[src/rtl/rle_stream_ctrl.sv]
// rle_stream_ctrl: run-length encoder for a signed sample stream.
// Consecutive equal samples become (value, count, last) pairs. Runs are
// split at MAX_RUN, and a frame's final run is closed on in_last.
// Optional build macro RLE_STREAM_CTRL_STATS_EN adds the pair_cnt and
// sample_cnt statistics outputs.
module rle_stream_ctrl #(
   parameter int DATA_W = 8,
   parameter int CNT_W  = 8
) (
   input  logic                     clk,
   input  logic                     rst_n,
   input  logic                     in_valid,
   output logic                     in_ready,
   input  logic signed [DATA_W-1:0] in_data,
   input  logic                     in_last,
   input  logic                     sync_clr,
   output logic                     out_valid,
   input  logic                     out_ready,
   output logic signed [DATA_W-1:0] out_value,
   output logic [CNT_W-1:0]         out_count,
   output logic                     out_last
`ifdef RLE_STREAM_CTRL_STATS_EN
   ,
   output logic [15:0]              pair_cnt,
   output logic [15:0]              sample_cnt
`endif
);

   localparam logic [CNT_W-1:0] MAX_RUN = {CNT_W{1'b1}};
   localparam logic [CNT_W-1:0] ONE     = {{(CNT_W-1){1'b0}}, 1'b1};

   typedef enum logic [1:0] {
      ST_IDLE,
      ST_RUN,
      ST_FLUSH
   } state_t;

   state_t                   state_q, state_d;
   logic signed [DATA_W-1:0] run_val_q, run_val_d;
   logic [CNT_W-1:0]         run_cnt_q, run_cnt_d;
   logic                     out_valid_q, out_valid_d;
   logic signed [DATA_W-1:0] out_value_q, out_value_d;
   logic [CNT_W-1:0]         out_count_q, out_count_d;
   logic                     out_last_q, out_last_d;
   logic                     slot_free;
   logic                     accept;
   logic                     emit;

   // The output register can take a new pair when it is empty or being drained.
   assign slot_free = !out_valid_q || out_ready;

   // Input back-pressure depends on state and on whether a pair can be emitted.
   always_comb begin
      in_ready = 1'b0;
      case (state_q)
         ST_IDLE: in_ready = 1'b1;
         ST_RUN:  in_ready = slot_free;
         default: in_ready = 1'b0;
      endcase
   end

   assign accept = in_valid && in_ready;

   // Next-state logic: run accumulation, run closing, and pair emission.
   always_comb begin
      state_d     = state_q;
      run_val_d   = run_val_q;
      run_cnt_d   = run_cnt_q;
      out_valid_d = out_valid_q;
      out_value_d = out_value_q;
      out_count_d = out_count_q;
      out_last_d  = out_last_q;
      emit        = 1'b0;

      // A consumed pair leaves the register empty unless a new one is loaded.
      if (slot_free) begin
         out_valid_d = 1'b0;
      end

      if (sync_clr) begin
         state_d     = ST_IDLE;
         run_val_d   = '0;
         run_cnt_d   = '0;
         out_valid_d = 1'b0;
      end else begin
         case (state_q)
            ST_IDLE: begin
               if (accept) begin
                  run_val_d = in_data;
                  run_cnt_d = ONE;
                  if (!in_last) begin
                     state_d = ST_RUN;
                  end else if (slot_free) begin
                     // One-sample frame goes straight out.
                     emit        = 1'b1;
                     out_value_d = in_data;
                     out_count_d = ONE;
                     out_last_d  = 1'b1;
                  end else begin
                     // Previous frame's last pair still stalled downstream.
                     state_d = ST_FLUSH;
                  end
               end
            end
            ST_RUN: begin
               if (accept) begin
                  if ((in_data == run_val_q) && (run_cnt_q != MAX_RUN)) begin
                     run_cnt_d = run_cnt_q + ONE;
                     if (in_last) begin
                        emit        = 1'b1;
                        out_value_d = run_val_q;
                        out_count_d = run_cnt_q + ONE;
                        out_last_d  = 1'b1;
                        state_d     = ST_IDLE;
                     end
                  end else begin
                     // Value change or full counter closes the held run.
                     emit        = 1'b1;
                     out_value_d = run_val_q;
                     out_count_d = run_cnt_q;
                     out_last_d  = 1'b0;
                     run_val_d   = in_data;
                     run_cnt_d   = ONE;
                     if (in_last) begin
                        state_d = ST_FLUSH;
                     end
                  end
               end
            end
            ST_FLUSH: begin
               if (slot_free) begin
                  emit        = 1'b1;
                  out_value_d = run_val_q;
                  out_count_d = run_cnt_q;
                  out_last_d  = 1'b1;
                  state_d     = ST_IDLE;
               end
            end
            default: begin
               state_d = ST_IDLE;
            end
         endcase
         if (emit) begin
            out_valid_d = 1'b1;
         end
      end
   end

   // State, held run, and output pair registers.
   always_ff @(posedge clk or negedge rst_n) begin
      if (!rst_n) begin
         state_q     <= ST_IDLE;
         run_val_q   <= '0;
         run_cnt_q   <= '0;
         out_valid_q <= 1'b0;
         out_value_q <= '0;
         out_count_q <= '0;
         out_last_q  <= 1'b0;
      end else begin
         state_q     <= state_d;
         run_val_q   <= run_val_d;
         run_cnt_q   <= run_cnt_d;
         out_valid_q <= out_valid_d;
         out_value_q <= out_value_d;
         out_count_q <= out_count_d;
         out_last_q  <= out_last_d;
      end
   end

   assign out_valid = out_valid_q;
   assign out_value = out_value_q;
   assign out_count = out_count_q;
   assign out_last  = out_last_q;

`ifdef RLE_STREAM_CTRL_STATS_EN
   logic [15:0] pair_cnt_q;
   logic [15:0] sample_cnt_q;

   // Saturating counters of emitted pairs and accepted samples.
   always_ff @(posedge clk or negedge rst_n) begin
      if (!rst_n) begin
         pair_cnt_q   <= '0;
         sample_cnt_q <= '0;
      end else if (sync_clr) begin
         pair_cnt_q   <= '0;
         sample_cnt_q <= '0;
      end else begin
         if (emit && (pair_cnt_q != 16'hFFFF)) begin
            pair_cnt_q <= pair_cnt_q + 16'd1;
         end
         if (accept && (sample_cnt_q != 16'hFFFF)) begin
            sample_cnt_q <= sample_cnt_q + 16'd1;
         end
      end
   end

   assign pair_cnt   = pair_cnt_q;
   assign sample_cnt = sample_cnt_q;
`endif

endmodule

[config.mk]
export PLATFORM = sky130hd
export DESIGN_NAME = rle_stream_ctrl
export DESIGN_NICKNAME = d
export VERILOG_FILES = /design/src/rtl/rle_stream_ctrl.sv
export SDC_FILE = /design/constraint.sdc
export NUM_CORES = 1
export LEC_CHECK = 0
export CORE_MARGIN = 4
export CORE_UTILIZATION = 56
export CTS_BUF_LIST = sky130_fd_sc_hd__clkbuf_4
export DETAILED_ROUTE_END_ITERATION = 8
export PLACE_DENSITY_LB_ADDON = 0.25
export REMOVE_ABC_BUFFERS = 1
export SYNTH_ARGS = -nofsm -noshare
export SYNTH_HDL_FRONTEND = slang
export SYNTH_SLANG_ARGS = --single-unit
[constraint.sdc]
create_clock -name clk -period 3 [get_ports clk]
set_clock_uncertainty 0.2 [all_clocks]
set_input_delay 0.6 -clock clk [delete_from_list [all_inputs] [get_ports clk]]
set_output_delay 0.6 -clock clk [all_outputs]
set_load 0.05 [all_outputs]
==> results of run 1 <==
-- cell usage in the layout, fill, tap and decap left out, drive strengths merged, types with 6 or more instances in the layout --
cell type	instances
nor2	10
dfrtp	36
o21ai	23
xnor2	8
nand2	10
nand3	12
buf	17
nor3	10
mux2	18
clkdlybuf4s50	31
a21oi	10
clkbuf	6
inv	9
nor4	6
a22o	9
ha	6
-- power breakdown --
group,internal [mW],switching [mW],leakage [nW]
registers,0.586,0.0707,0.473
logic,0.519,0.730,0.665
clock network,0.0954,0.158,0.0315
total,1.20,0.958,1.17
-- how the worst min path moves through the flow --
| stage | startpoint | endpoint | slack [ns] | cells past startpoint |
|---|---|---|---|---|
| after floorplan | rst_n | out_count[0] | 0.10 | 0 |
| after global placement | out_value[6] | out_value[6] | 0.29 | 1 |
| after detailed placement | out_value[6] | out_value[6] | 0.30 | 1 |
| after CTS | out_value[6] | out_value[6] | 0.32 | 1 |
| after global routing | out_value[3] | out_value[3] | 0.34 | 1 |
| final | out_value[6] | out_value[6] | 0.32 | 1 |
-- routing by layer --
| layer | routed length, µm | share of wire, % | up-vias | global-route usage, % |
|---|---|---|---|---|
| met3 | 318 | 5.6 | 11 | 5.68 |
| li1 | - | - | 960 | - |
| met1 | 2540 | 45 | 990 | 31.0 |
| met4 | 99 | 1.8 | 0 | 9.81 |
| met5 | 0 | 0 | - | 0 |
| met2 | 2690 | 48 | 68 | 36.3 |
-- flip-flops by register name (all words and copies together) (netlist names) --
name       cells
out_count      8
out_value      8
run_cnt_q      8
run_val_q      8
state_q        2
out_last       1
out_valid      1
-- kinds of logic (layout without fill, tap and decap cells) --
group / after synthesis / count (layout)
adder cells (fa/ha/maj): 6 / 6
XOR/XNOR: 9 / 9
flip-flops: 36 / 36
multiplexers: 19 / 19
AND/OR/NAND/NOR: 65 / 65
buffers and inverters: 25 / 64
AO/OA/AOI/OAI: 73 / 73
-- final cells by class --
| cell class | instances | area (µm²) | share of cell area, % |
|---|---|---|---|
| Clock buffer | 6 | 45.0 | 1.62 |
| Clock inverter | 1 | 5.00 | 0.180 |
| Inverter | 9 | 33.8 | 1.21 |
| Timing Repair Buffer | 48 | 463 | 16.6 |
| Sequential cell | 36 | 901 | 32.4 |
| Tap cell | 48 | 60.1 | 2.16 |
| Multi-Input combinational cell | 172 | 1270 | 45.8 |
==> flow_metrics.tcl, run 1 <==
set metrics [dict create \
    status "finished clean" \
    critical-path-slowest-cell "clkdlybuf4s50_1" \
    core-area_um2 3800 \
    period_needed_ns 2.52 \
    remaining_drc_errors 0 \
    crit_buf_inv 2 \
    async_flop_share_pct 100 \
    port_buffers 32 \
    synthTopCellsByArea "dfrtp_1, mux2_2, o21ai_0" \
    path_delay_family "buffers and inverters" \
    hold_buffers 0 \
    synth_xor_area_share_pct 3.44 \
    clkTransAtPathRegs_ns 0.11 \
    rr_endpoint "out_count[0]" \
    clk_latency_ns 0.34 \
    pin_count 33 \
    setup_slack_ns 0.482 \
    setup_viol 0 \
    drv_cap 0 \
    holdCritPathClass "reg2reg" \
    crit_chain "clkdlybuf4s50_1, xnor2_1, and4_1, nand3_1, inv_1, ha_1, a22oi_1, nand2_1, mux2_2" \
    ff2ff_path_depth 9 \
    drive_gt1_share_pct 19.1 \
    yosys_most_used_dff "dfrtp_1" \
    wl_mm 5.65 \
    ys_seq_area_share_pct 39.4 \
    max-slew-margin-rel_pct 62.9 \
    grt_max_degree 37 \
    firstDrtPassIters 6 \
    synth_top_area_share_pct 39.4 \
    cts_made_buffers 5 \
    synth_edf_count 0 \
    place_area_um2 2730 \
    grt_pass1_vias 1953 \
    max_stage_delay_ns 0.47 \
    die_w_um 71.9 \
    fp.dieArea_um2 5170 \
    fin_crit_sh_pct 83.9 \
    synth_top_area_cell "dfrtp_1" \
    dr_total_vias 2029 \
    required_ns 3.04 \
    hold_viol_final 0 \
    peakVddDrop_uv 438 \
    synth_commonest_cells "dfrtp_1, o21ai_0, mux2_2" \
    gp_congestion 0.934 \
    drt.antenna.violating_nets 0 \
    critPathCapture "out_count[0]" \
    synth.mux.area_fraction_pct 9.95 \
    viasPerCell 6.34 \
    cts_resized 0 \
    design_area_um2 2780 \
    max_freq_ghz 0.397 \
    diodes 0 \
    pre_cts_ws_ns 0.127 \
    synthAdderAreaFrac_pct 3.28 \
    die_h_um 71.9 \
    final_util_pct 73.2 \
    startpoint "in_data[1]" \
    cp.depth 9 \
    wl_per_cell_um 17.6 \
    cts_tree "yes" \
    drt-initial-drc-count 159 \
    synthesis.instances 233 \
    arrival_ns 2.56 \
    synth-simple-area-share_pct 15.6 \
    gr-total-overflow 0 \
    tightest_slew_ns 0.556 \
    fill_cells 312 \
    cts_num_sinks 36 \
    critPathKind "in2reg" \
    fin_nets 292 \
    rsz0062_at_grt "false" \
    syn2layout_area_growth_pct 21.5 \
    htree_levels 2 \
    fin_total_pwr_mw 2.16 \
    avgSynthCellArea_um2 9.82 \
    critPathMaxFanout 3 \
    slew_violations 0 \
    post-place-cells 313 \
    rrSetupSlack_ns 0.49 \
    powerDensity_nw_per_um2 776 \
    p_leak_nw 1.17 \
    synth_most_common_cell "dfrtp_1" \
    hold_ws_ns 0.316 \
    antenna_found_initial 0 \
    startpoint_type "input pin" \
    rows 22 \
    cts_max_path_buffers 2 \
    grt_usage_pct 23.3 \
    synth_area_um2 2290 \
    dp_hpwl_mm 4.17 \
    worst_setup_path_end_kind "flop" \
    ys_types 52 \
    grt_pass1_wl_mm 9.48 \
    synth_top_family_by_area "compound AO/OA/AOI/OAI gates" \
    cts_root_buf "clkbuf_4" \
    finalNonFillerCells 320 \
    setup_tns_ns 0 \
    r2r-start "run_cnt_q[0]" \
    post-cts-setup-buffers 0 \
    ys_ff_latch 36 \
    initial_core_util_pct 60.2 \
    synth_compound_area_share_pct 23.4 \
    yosys_warnings 0 \
]
(Power assumes the default switching activity.)
==> inputs of run 2 (changes only) <==
--- a/config.mk
+++ b/config.mk
@@ -6,7 +6,7 @@
 export NUM_CORES = 1
 export LEC_CHECK = 0
 export CORE_MARGIN = 4
-export CORE_UTILIZATION = 56
+export CORE_UTILIZATION = 51
 export CTS_BUF_LIST = sky130_fd_sc_hd__clkbuf_4
 export DETAILED_ROUTE_END_ITERATION = 8
 export PLACE_DENSITY_LB_ADDON = 0.25
==> constraint.sdc (replaced) <==
create_clock -name clk -period 2 [get_ports clk]
set_clock_uncertainty 0.2 [all_clocks]
set_input_delay 0.4 -clock clk [delete_from_list [all_inputs] [get_ports clk]]
set_output_delay 0.4 -clock clk [all_outputs]
set_load 0.05 [all_outputs]
==> flow_metrics.tcl, run 2 (synthesized netlist as in run 1, its figures left out) <==
set metrics [dict create \
    layout_common_cells "buf_4, dfrtp_1, o21ai_0" \
    pin_count 33 \
    fin_total_pwr_mw 4.00 \
    rows 24 \
    viasPerCell 6.22 \
    wl_mm 7.15 \
    arrival_ns 2.28 \
    critPathKind "reg2reg" \
    critPathMaxFanout 6 \
    grt_pass1_wl_mm 11.3 \
    max_stage_delay_ns 0.47 \
    drive_gt1_share_pct 53.0 \
    cts_tree "yes" \
    diodes 0 \
    crit_chain "xnor2_2, and4_4, nand4_4, buf_4, buf_4, o2111a_2, a22o_2" \
    required_ns 2.05 \
    cts_num_sinks 36 \
    grt_usage_pct 26.5 \
    syn2layout_area_growth_pct 52.7 \
    holdCritPathClass "in2async" \
    period_needed_ns 2.23 \
    slew_violations 0 \
    critical-path-slowest-cell "dfrtp_1" \
    core-area_um2 4350 \
    die_w_um 75.0 \
    antenna_found_initial 0 \
    fin_crit_sh_pct 112 \
    gr-total-overflow 0 \
    cts_max_path_buffers 2 \
    powerDensity_nw_per_um2 1140 \
    tightest_slew_ns 0.459 \
    status "finished with violations" \
    dp_hpwl_mm 4.50 \
    fp.dieArea_um2 5620 \
    fill_cells 243 \
    fin_nets 347 \
    crit_buf_inv 2 \
    clk_latency_ns 0.35 \
    startpoint_type "flop" \
    max-slew-margin-rel_pct 69.4 \
    cts_root_buf "clkbuf_4" \
    cts_made_buffers 5 \
    htree_levels 2 \
    worst_setup_path_end_kind "flop" \
    rsz0062_at_grt "true" \
    hold_ws_ns 0.310 \
    hold_viol_final 0 \
    dr_total_vias 2365 \
    clkTransAtPathRegs_ns 0.12 \
    initial_core_util_pct 52.6 \
    ff_latch_area_um2 901 \
    peakVddDrop_uv 898 \
    path_delay_family "compound AO/OA/AOI/OAI gates" \
    p_leak_nw 1.60 \
    grt_max_degree 22 \
    multi_input_area_um2 1540 \
    die_h_um 75.0 \
    setup_slack_ns -0.232 \
    pre_cts_ws_ns -0.652 \
    setup_viol 32 \
    cpMostUsedCell "buf_4" \
    firstDrtPassIters 5 \
    grt_pass1_vias 2258 \
    wl_per_cell_um 18.8 \
    final_common_cell "buf_4" \
    drv_cap 0 \
    port_buffers 32 \
    remaining_drc_errors 0 \
    drt.antenna.violating_nets 0 \
    max_freq_ghz 0.448 \
    gp_congestion 0.902 \
    violations "setup timing" \
    drt-initial-drc-count 241 \
]
==> run 2: routing by layer <==
layer | wire length [µm] | global-route usage, % | up-vias
met1 | 2960 | 35.5 | 1147
met3 | 499 | 4.27 | 26
met4 | 197 | 8.10 | 0
li1 | - | - | 1066
met2 | 3500 | 43.9 | 126
met5 | 0 | 0 | -
==> run 2: worst register-to-register path, cell delays in order (launching register included) <==
cell and delay, ns:
dfrtp_1 0.47, xnor2_2 0.22, and4_4 0.29, nand4_4 0.13, buf_4 0.17, buf_4 0.12
o2111a_2 0.30, a22o_2 0.23
==> run 2: final timing paths <==
| check | slack [ns] | endpoint | depth (start not counted) | from |
|---|---|---|---|---|
| worst max-delay path | -0.23 | out_count[4] | 7 | run_val_q[5] |
| worst min-delay path | 0.31 | out_value[0] | 2 | rst_n |
| worst max register to register | -0.23 | out_count[4] | 7 | run_val_q[5] |
| worst min register to register | 0.32 | out_value[6] | 1 | out_value[6] |
| max in group asynchronous | 0.81 | run_cnt_q[1] | 3 | rst_n |
| min in group clk | 0.31 | run_val_q[7] | 3 | in_data[7] |
==> run 2: repair_timing <==
item                                    in CTS  in global routing
endpoints found under the setup margin      37                 37
cloned                                       1                  0
setup buffers                                6                  3
hold endpoints to repair                    17                  0
resized for setup                           68                 17
hold buffers                                 1                  0
pin swaps                                   30                  7
==> run 2: metrics by stage <==
step	instance area (µm²)	utilization (%)	setup TNS, ns	instances
6_report	3490	80.3	-4.19	380
5_1_grt	3490	80.3	-6.43	380
4_1_cts	3410	78.2	-2.40	377
3_5_place_dp	3040	69.9	-18.46	361
3_3_place_gp	3040	69.9	-16.74	361
2_1_floorplan	2210	-	-16.22	217
==> run 2: where the power goes <==
| group | internal (mW) | switching (mW) |
|---|---|---|
| Combinational | 1.16 | 1.31 |
| Sequential | 0.880 | 0.109 |
| Clock | 0.276 | 0.258 |
==> run 2: cell type report <==
class                           instances  area share (%)
Timing Repair Buffer                  103            25.1
Tap cell                               52            1.86
Sequential cell                        36            25.8
Multi-Input combinational cell        172            44.0
Clock inverter                          2            1.00
Clock buffer                            6            1.29
Inverter                                9           0.967
==> inputs of run 3 (changes only) <==
==> constraint.sdc (replaced) <==
create_clock -name clk -period 2 [get_ports clk]
set_clock_uncertainty 0.2 [all_clocks]
set_input_delay 0.4 -clock clk [delete_from_list [all_inputs] [get_ports clk]]
set_output_delay 0.4 -clock clk [all_outputs]
set_load 0.005 [all_outputs]
==> flow_metrics.tcl, run 3 (synthesized netlist as in run 1, its figures left out) <==
set metrics [dict create \
    drt-initial-drc-count 285 \
    cts_max_path_buffers 2 \
    rows 24 \
    gp_congestion 0.912 \
    critPathMaxFanout 6 \
    setup_viol 37 \
    final_common_cell "buf_4" \
    pin_count 33 \
    remaining_drc_errors 0 \
    core-area_um2 4350 \
    die_h_um 75.0 \
    tightest_slew_ns 0.492 \
    htree_levels 2 \
    setup_slack_ns -0.366 \
    fin_crit_sh_pct 118 \
    grt_max_degree 37 \
    slew_violations 0 \
    p_leak_nw 1.69 \
    critPathKind "reg2reg" \
    viasPerCell 7.04 \
    cts_tree "yes" \
    dp_hpwl_mm 4.57 \
    clk_latency_ns 0.38 \
    peakVddDrop_uv 851 \
    violations "setup timing" \
    syn2layout_area_growth_pct 68.9 \
    powerDensity_nw_per_um2 1100 \
    port_buffers 32 \
    grt_pass1_vias 2538 \
    grt_usage_pct 28.9 \
    max_freq_ghz 0.423 \
    fill_cells 178 \
    final_util_pct 88.8 \
    fin_nets 365 \
    grt_pass1_wl_mm 12.2 \
    fp.dieArea_um2 5620 \
    status "finished with violations" \
    diodes 0 \
    worst_setup_path_end_kind "flop" \
    drt.antenna.violating_nets 0 \
    clkTransAtPathRegs_ns 0.15 \
    rsz0062_at_grt "true" \
    max-slew-margin-rel_pct 67.2 \
    antenna_found_initial 0 \
    hold_viol_final 0 \
    gr-total-overflow 0 \
    initial_core_util_pct 52.6 \
    wl_per_cell_um 26.5 \
    hold_ws_ns 0.300 \
    drive_gt1_share_pct 57.8 \
    arrival_ns 2.47 \
    fin_total_pwr_mw 4.26 \
    cts_num_sinks 36 \
    period_needed_ns 2.37 \
    holdCritPathClass "in2reg" \
    cts_root_buf "clkbuf_4" \
    die_w_um 75.0 \
    cts_made_buffers 5 \
    startpoint_type "flop" \
    layout_common_cells "buf_4, dfrtp_1, clkdlybuf4s50_1" \
    firstDrtPassIters 5 \
    dr_total_vias 2800 \
    required_ns 2.10 \
    drv_cap 0 \
    wl_mm 10.6 \
]
-- run 3: changes by cell type in the layout (fill, tap and decap cells not counted), sizes merged --
cell           previous run  this run
and2                      3         4
clkinvlp                  0         1
clkbuf                    7         5
clkdlybuf4s50             4        22
-- run 3: worst max-delay path: stages (launching register included) --
cell	delay (ns)
dfrtp_1	0.45
buf_6	0.14
ha_4	0.16
inv_4	0.05
buf_6	0.12
o21ai_4	0.21
buf_6	0.14
nand3b_1	0.22
buf_6	0.24
o31ai_4	0.17
o31a_1	0.17
-- run 3: what timing repair did --
action | in CTS | in global routing
endpoints found under the hold margin | 36 | 0
hold buffers | 1 | 0
buffers inserted | 10 | 13
endpoints found under the setup margin | 37 | 36
cloned | 2 | 1
gates resized for setup | 83 | 56
pin swaps | 33 | 41
-- run 3: final timing paths --
| kind | from | end | slack [ns] | cells past startpoint |
|---|---|---|---|---|
| setup reg to reg | state_q[0] | run_cnt_q[2] | -0.37 | 10 |
| hold / removal | in_data[2] | run_val_q[2] | 0.30 | 3 |
| setup / recovery | state_q[0] | run_cnt_q[2] | -0.37 | 10 |
| hold reg to reg | out_value[3] | out_value[3] | 0.32 | 1 |
| min in group asynchronous | rst_n | state_q[1] | 0.38 | 3 |
| max in group asynchronous | rst_n | run_cnt_q[1] | 0.84 | 3 |
-- run 3: power by group --
group / internal (mW) / leakage [nW] / switching (mW)
clock: 0.261 / 0.0412 / 0.299
combinational: 1.41 / 1.17 / 1.27
sequential: 0.881 / 0.470 / 0.135
-- run 3: metrics by stage --
stage / TNS [ns] / cell area, µm² / cells / setup WS (ns)
floorplan: -11.91 / 2210 / 217 / -0.490
global placement: -16.94 / 3080 / 365 / -0.593
detailed placement: -17.89 / 3080 / 365 / -0.641
CTS: -1.87 / 3490 / 386 / -0.125
global route: -9.92 / 3870 / 398 / -0.369
finish: -9.31 / 3870 / 398 / -0.366
-- run 3: metal layers --
layer | wire [µm] | vias up | track usage (%) | share of wire (%)
met1 | 3570 | 1356 | 33.8 | 34
met4 | 776 | 0 | 14.0 | 7.3
met5 | 0 | - | 0 | 0
met3 | 1000 | 91 | 5.61 | 9.5
li1 | - | 1103 | - | -
met2 | 5210 | 250 | 50.5 | 49
-- run 3: layout make-up --
type	count	area [µm²]	share of cell area [%]
flip-flops and latches	36	903	23.4
well taps	52	65.1	1.68
clock buffers	5	37.5	0.971
repair buffers	120	1050	27.2
clock inverters	3	42.5	1.10
inverters	9	36.3	0.939
multi-input cells	173	1730	44.8
